File: config.mk
export PLATFORM = sky130hd
export DESIGN_NAME = bsg_abs_rr_sched
export DESIGN_NICKNAME = d
export VERILOG_FILES = /design/src/rtl/bsg_abs_rr_sched.sv
export SDC_FILE = /design/constraint.sdc
export NUM_CORES = 1
export LEC_CHECK = 0
export ABC_CLOCK_PERIOD_IN_PS = 2700
export CAP_MARGIN = 0
export CORE_UTILIZATION = 39
export CTS_BUF_LIST = sky130_fd_sc_hd__clkbuf_4 sky130_fd_sc_hd__clkbuf_8 sky130_fd_sc_hd__clkbuf_16
export DETAILED_ROUTE_END_ITERATION = 8
export GPL_ROUTABILITY_DRIVEN = 0
export HOLD_SLACK_MARGIN = 0.06
export PLACE_DENSITY = 0.86
export SLEW_MARGIN = 20
export SYNTH_ARGS = -nofsm -noshare
export SYNTH_HDL_FRONTEND = slang
export SYNTH_HIERARCHICAL = 1
export SYNTH_SLANG_ARGS = --single-unit
File: constraint.sdc
create_clock -name clk_i -period 2.7 [get_ports clk_i]
set_input_delay 0.405 -clock clk_i [delete_from_list [all_inputs] [get_ports clk_i]]
set_output_delay 0.405 -clock clk_i [all_outputs]
set_load 0.05 [all_outputs]
File: src/rtl/bsg_abs_rr_sched.sv
// Round-robin front end sharing one absolute-value unit among els_p lanes,
// with a one-entry valid/yumi output register carrying tag and overflow flag.
module bsg_abs_rr_sched #(
  parameter int width_p = 16,
  parameter int els_p   = 4,
  localparam int tag_w_lp = (els_p == 1) ? 1 : $clog2(els_p)
) (
  input  logic                       clk_i,
  input  logic                       reset_i,
  input  logic [els_p-1:0]           v_i,
  input  logic [els_p*width_p-1:0]   data_i,
  output logic [els_p-1:0]           ready_o,
  output logic                       v_o,
  output logic [width_p-1:0]         data_o,
  output logic [tag_w_lp-1:0]        tag_o,
  output logic                       ovf_o,
  input  logic                       yumi_i
);

  typedef enum logic [0:0] {EMPTY = 1'b0, FULL = 1'b1} state_e;

  localparam logic [width_p-1:0] min_neg_lp = {1'b1, {(width_p-1){1'b0}}};

  state_e                state_r, state_n_s;
  logic [tag_w_lp-1:0]   ptr_r;
  logic [width_p-1:0]    data_r;
  logic [tag_w_lp-1:0]   tag_r;
  logic                  ovf_r;
  logic                  open_s;
  logic                  grant_v_s;
  logic [tag_w_lp-1:0]   grant_idx_s;
  logic [width_p-1:0]    operand_s;
  logic                  yumi_s;

  function automatic logic [width_p-1:0] abs_f(input logic [width_p-1:0] x);
    logic [width_p-1:0] r;
    if (x[width_p-1]) begin
      r = (~x) + {{(width_p-1){1'b0}}, 1'b1};
    end else begin
      r = x;
    end
    return r;
  endfunction

  // A yumi while empty is a protocol error and must not disturb state.
  assign yumi_s = yumi_i & (state_r == FULL);
  assign open_s = (state_r == EMPTY) | yumi_s;

  // Round-robin search: scan offsets high to low so the lowest offset from ptr wins.
  always_comb begin
    logic [tag_w_lp-1:0] idx;
    grant_v_s   = 1'b0;
    grant_idx_s = '0;
    for (int k = els_p - 1; k >= 0; k--) begin
      idx = tag_w_lp'((int'(ptr_r) + k) % els_p);
      if (v_i[idx] && open_s && !reset_i) begin
        grant_v_s   = 1'b1;
        grant_idx_s = idx;
      end else begin
        grant_v_s   = grant_v_s;
      end
    end
  end

  // One-hot grant and the operand it selects.
  always_comb begin
    ready_o   = '0;
    operand_s = data_i[int'(grant_idx_s)*width_p +: width_p];
    if (grant_v_s) begin
      ready_o[grant_idx_s] = 1'b1;
    end else begin
      ready_o = '0;
    end
  end

  // Next-state logic for the output register occupancy.
  always_comb begin
    state_n_s = state_r;
    case (state_r)
      EMPTY: begin
        if (grant_v_s) state_n_s = FULL;
        else           state_n_s = EMPTY;
      end
      FULL: begin
        if (grant_v_s)   state_n_s = FULL;
        else if (yumi_s) state_n_s = EMPTY;
        else             state_n_s = FULL;
      end
      default: state_n_s = EMPTY;
    endcase
  end

  // Occupancy state register.
  always_ff @(posedge clk_i) begin
    if (reset_i) state_r <= EMPTY;
    else         state_r <= state_n_s;
  end

  // Result payload and round-robin pointer; payload holds unless a grant reloads it.
  always_ff @(posedge clk_i) begin
    if (reset_i) begin
      data_r <= '0;
      tag_r  <= '0;
      ovf_r  <= 1'b0;
      ptr_r  <= '0;
    end else if (grant_v_s) begin
      data_r <= abs_f(operand_s);
      tag_r  <= grant_idx_s;
      ovf_r  <= (operand_s == min_neg_lp);
      ptr_r  <= tag_w_lp'((int'(grant_idx_s) + 1) % els_p);
    end else begin
      data_r <= data_r;
      tag_r  <= tag_r;
      ovf_r  <= ovf_r;
      ptr_r  <= ptr_r;
    end
  end

  assign v_o    = (state_r == FULL);
  assign data_o = data_r;
  assign tag_o  = tag_r;
  assign ovf_o  = ovf_r;

  bsg_abs_rr_sched_chk u_chk (
    .clk_i   (clk_i),
    .reset_i (reset_i),
    .v_o     (v_o),
    .yumi_i  (yumi_i)
  );

endmodule

// Protocol checker: the consumer may only yumi a valid result.
module bsg_abs_rr_sched_chk (
  input logic clk_i,
  input logic reset_i,
  input logic v_o,
  input logic yumi_i
);
  yumi_only_when_valid: assert property (@(posedge clk_i) disable iff (reset_i) !(yumi_i && !v_o))
    else $error("yumi_i asserted while v_o=0");
endmodule

; Word level (Yosys, flattened, before mapping)
; Index checks and enable logic that the tools add are counted.
[totals]
latch_bits = 0
mem_count = 0
out_inout_bits = 24
regBits = 22
ramBits = 0
input_bits = 71
word_cells = 56
mem_bits_ro = 0
[op_classes]
reduce_logical = 10
eq_ne = 1
n_lt_le_gt_ge = 6
mux = 24
n_shift = 1
addsub = 5
n_div = 0
n_bitwise = 4
n_mul = 0
[op_table]
columns = op, n
row1 = indexed part select 64 x 7 -> 16 bit, 1
row2 = "adder 16 x 1 -> 16 bit, second input constant", 1
row3 = "equality test 16 bit, second input constant", 1
row4 = two-way mux 16 bit, 1
row5 = inverter 16 bit, 1
row6 = "less-than comparator 2 x 3 -> 1 bit, second input constant", 5
row7 = two-way mux 1 bit, 12
row8 = logical AND 1 bit, 9
row9 = binary-select mux 1 bit (select 2 bit), 4
row10 = two-way mux 2 bit, 4
row11 = "adder 2 x 1 -> 2 bit, second input constant", 2
row12 = "adder 2 bit, second input constant", 2
row13 = two-way mux 4 bit, 1
row14 = demux 1 bit (select 2 bit), 1
row15 = "greater-or-equal comparator 2 x 1 -> 1 bit, second input constant", 1
row16 = one-hot mux 1 bit (2 select lines), 1
row17 = AND 1 bit, 1
row18 = logical NOT 1 bit, 1
row19 = inverter 1 bit, 1
row20 = bitwise OR 1 bit, 1

; Logic depth before layout (Yosys ltp)
[depth]
ltp_word = 14
ltp_mapped = 13
depth_no_buf = 10

; Worst setup path before layout
; No wires, ideal clock.
[synth_timing]
path_kind = register to register
start = register state_r (netlist: v_o)
end = register data_r[14] (netlist: data_o[14])
synth_period_minus_slack_ns = 3.029
arrival_ns = 2.914
setup_time_ns = 0.115
n_path_buf = 2
path_slack_ns = -0.329
path_stages_with_launch = 12
required_ns = 2.585
cell_sequence = dfxtp_1 nor2b_1 nor2_1 o2111a_1 buf_4 inv_2 buf_2 mux2_2 ha_1 o2111ai_2 or4_1 and3_1
[synth_via]
elab_chain_len = 12
word_cells_on_any_way = 23
classes_between = add/sub: 1 / shift: 1 / mux: 9 / bitwise: 4 / reduce/logical: 8
[synth_rtl]
columns = item, line_no
row1 = start: declaration, 24  ; state_e state_r, state_n_s;
row2 = start signal: assignment, 96  ; else state_r <= state_n_s;
row3 = AND 1 bit or inverter 1 bit (tied branches), -
row4 = bitwise OR 1 bit (*), 47  ; assign open_s = (state_r == EMPTY) | yumi_s;
row5 = logical AND 1 bit (2 in series), 56  ; if (v_i[idx] && open_s && !reset_i) begin
row6 = two-way mux 2 bit (4 in series), 56
row7 = indexed part select 64 x 7 -> 16 bit, 68  ; operand_s = data_i[int'(grant_idx_s)*width_p +: width_p];
row8 = inverter 16 bit, 38  ; r = (~x) + {{(width_p-1){1'b0}}, 1'b1};
row9 = adder 16 x 1 -> 16 bit, 38
row10 = two-way mux 16 bit, 37  ; if (x[width_p-1]) begin
row11 = end signal: assignment, 107  ; data_r <= abs_f(operand_s);
row12 = end signal: assignment, 112  ; data_r <= data_r;
row13 = end: declaration, 26  ; logic [width_p-1:0] data_r;
; Mark *: on every way between the ends. The rest lies on a longest branch, timed or not.
; A chain may end at the register's enable or synchronous reset.

; Final worst setup path
[layout_timing]
start = input port v_i[2]
end = register data_r[6] (netlist: data_o[6])
[layout_via]
elab_chain_len = 12
word_cells_on_any_way = 28
classes_between = add/sub: 1 / shift: 1 / mux: 17 / bitwise: 1 / reduce/logical: 8
[layout_rtl]
columns = item, line_no
row1 = start: declaration, 10  ; input logic [els_p-1:0] v_i,
row2 = binary-select mux 1 bit (select 2 bit), 56
row3 = two-way mux 1 bit (implied by the code), 56
row4 = logical AND 1 bit (2 in series), 56
row5 = two-way mux 2 bit (4 in series), 56
row6 = indexed part select 64 x 7 -> 16 bit, 68
row7 = inverter 16 bit, 38
row8 = adder 16 x 1 -> 16 bit, 38
row9 = two-way mux 16 bit, 37
; Several ways; a longest one is shown, not always the timed one. The select of a mux whose other input is x is not followed.

==> results.txt <==
TritonRoute pass-1 iters: 6
Max VDD drop: 0.497 mV
Die width: 76.9 µm
Failing checks: negative setup slack
Worst Hold Class: register to register
Vias per std cell: 6.75
Drc violations: 0
Worst setup path category: primary input to register
Post-Syn Instances: 280
Htree depth: 1
Drt wl/cell: 23.5 µm
Syn_area_per_cell: 7.81 µm²
Status: complete, but fails checks
Max Fclk: 0.349 GHz
Final setup fails: 14
Crit path launch type: primary input
Pwr Density: 410 mW/mm²
Starting density of the core: 41.7%
Post-route ant nets: 0
Inserted Diodes: 0
Placed cells: 497
Final period util: 106%
Clk sinks: 22
R2R Path Start: ptr_r[0]
CP Max Fanout: 8
CTS tree: done
Critical Path RT: 2.88 ns
Largest net degree at the start of global routing: 18
Vias: 3636
Initial antenna violation count: 0
Number of nets in the layout: 546
Max incr delay on CP: 0.43 ns
Fin crit period: 2.87 ns
Synth unique cells: 66
Pre-CTS WS: -0.634 ns
Worst setup EP type: register
Final Skew: 0.00373 ns
Row count: 26
Syn_nets: 356
Hold_buf cts: 0
Core area: 0.00524 mm²
Layout cell share with drive strength beyond 1: 39.7%
First-pass GRT wire length: 16.0 mm
Synth Flop Type: dfxtp_1
Asr flop ratio synth: 0%
Crit path max-delay family: compound AO/OA/AOI/OAI gates
Hold Fails Final Rpt: 0
CP Cell Sequence: buf_2 -> buf_4 -> a311o_1 -> nand3_4 -> inv_6 -> buf_4 -> buf_6 -> o211ai_1 -> a22oi_2 -> buf_4 -> o211ai_1 -> buf_4 -> nand3_1 -> a311oi_1
Unrepaired setup endpoints after global routing: true
Sequential area share after synthesis: 20.1%
IO Port Bufs: 94
Yosys reg bits: 22
Number of DRC markers in iteration 0: 403
Max-Cap Viols: 0
Total grt overflow: 0
Yosys warnings: 6
Vias in the first global route: 3392
Placed Area: 0.00383 mm²
Io pins: 95
Number of flops mapped to enable cells by yosys: 0
CP most frequent cell: buf_4
Worst Tran Pin Value: 0.619 ns
Dpl hpwl: 6.84 mm
Max-slew violation count: 0
Area grow syn2layout: 107%
Final setup margin: -0.166 ns
Total CTS buffers: 3
Longest Clk Path Bufs: 2
TNS Setup: -1.05 ns
P_leak: 1.84 nW
Critical Path AT: 3.04 ns
Worst path slowest cell: a311o_1
CTS clk-pin slew, worst paths: 0.09 ns
Max_slew headroom: 58.4%
Die Span Y: 76.9 µm
Die ar.: 0.00591 mm²
CTS root buffer: clkbuf_8
Skew-Pair Late Insertion Delay: 0.28 ns
GRT Total Usage: 33.7%
Crit path buf inv count: 7
Post-Route WL: 12.7 mm
Synthesized area: 0.00219 mm²
Hold Crit Start: tag_o[1]
Design area: 0.00452 mm²
Non-Filler Instances: 539
Final core occ: 86.3%
Critical path origin: v_i[2]
## through the flow
stage / hold WS (ns) / power (mW)
floorplan: 0.579 / 0.861
global placement: 0.449 / 1.25
global route: 0.486 / 1.89
detailed placement: 0.453 / 1.27
finish: 0.465 / 1.85
CTS: 0.465 / 1.65
## layout by cell type (no fill, tap or decap), types with 6 or more instances in the layout
cell	synthesis	routed
mux2i_1	17	15
a21oi_1	13	10
a211oi_4	0	7
a31oi_1	7	7
dfxtp_1	22	19
or4_1	8	6
buf_12	0	7
o21ai_0	7	6
nand2_1	19	18
and4_1	8	8
buf_6	1	13
nor3_1	9	9
clkdlybuf4s50_1	0	84
buf_4	1	97
nor2_1	21	20
nand3_1	10	10
## worst paths after layout
path | end | cells after the start | slack [ns]
min | tag_o[1] | 2 | 0.47
max | data_o[6] | 14 | -0.17
min reg2reg | tag_o[1] | 2 | 0.47
max reg2reg | data_o[6] | 13 | -0.16
## layer usage
metal	track usage (%)	share of wire (%)	vias up
met5	0	0	-
met4	16.9	9.0	0
met3	6.79	11	148
met2	62.2	46	355
met1	36.0	34	1667
li1	-	-	1466
## cells in the mapped netlist, drive strengths merged, types with 9 or more instances
| cell type | instances | area [µm²] |
|---|---|---|
| buf | 10 | 56.3 |
| a211oi | 14 | 110 |
| nand2 | 20 | 77.6 |
| nor2 | 21 | 78.8 |
| nor3 | 9 | 45.0 |
| clkbuf | 14 | 52.6 |
| dfxtp | 22 | 440 |
| mux2i | 17 | 170 |
| nand3 | 11 | 60.1 |
| a21oi | 13 | 65.1 |
## cell type report
class | instances | area [µm²]
clock inverter | 1 | 30.0
sequential | 22 | 452
fill | 255 | 719
inverter | 8 | 46.3
timing repair buffer | 208 | 1940
tap | 70 | 87.6
multi-input combinational | 227 | 1930
clock buffer | 3 | 41.3
## registers in the layout (all words and copies together), names as in the netlist
register  flops
data_o       16
ovf_o         1
ptr_r         2
tag_o         2
v_o           1
## power breakdown
part	internal, mW	switching, mW
clock	0.199	0.130
sequential	0.363	0.0335
combinational	0.529	0.599
total	1.09	0.762
## logic make-up (layout without fill, tap and decap cells)
group | after synthesis | in the layout | share of synthesized area, %
AO/OA/AOI/OAI | 88 | 89 | 31.0
adder cells (fa/ha/maj) | 5 | 5 | 2.86
AND/OR/NAND/NOR | 107 | 107 | 27.3
XOR/XNOR | 2 | 2 | 0.802
buffers and inverters | 32 | 220 | 6.35
flip-flops | 22 | 22 | 20.1
multiplexers | 24 | 24 | 11.6
## worst min-delay path, delay by kind of cell (launching register included)
family	cells	cell delay, ns
AO/OA/AOI/OAI	1	0.05
flip-flops	1	0.32
AND/OR/NAND/NOR	1	0.05
## timing repair
item / 4_1_cts / 5_1_grt
resized for setup: 43 / 41
setup endpoints to repair: 20 / 16
buffers inserted: 17 / 22
gates cloned: 1 / 1
pin swaps: 28 / 34
Note: power is estimated with default switching activity, not from simulation.
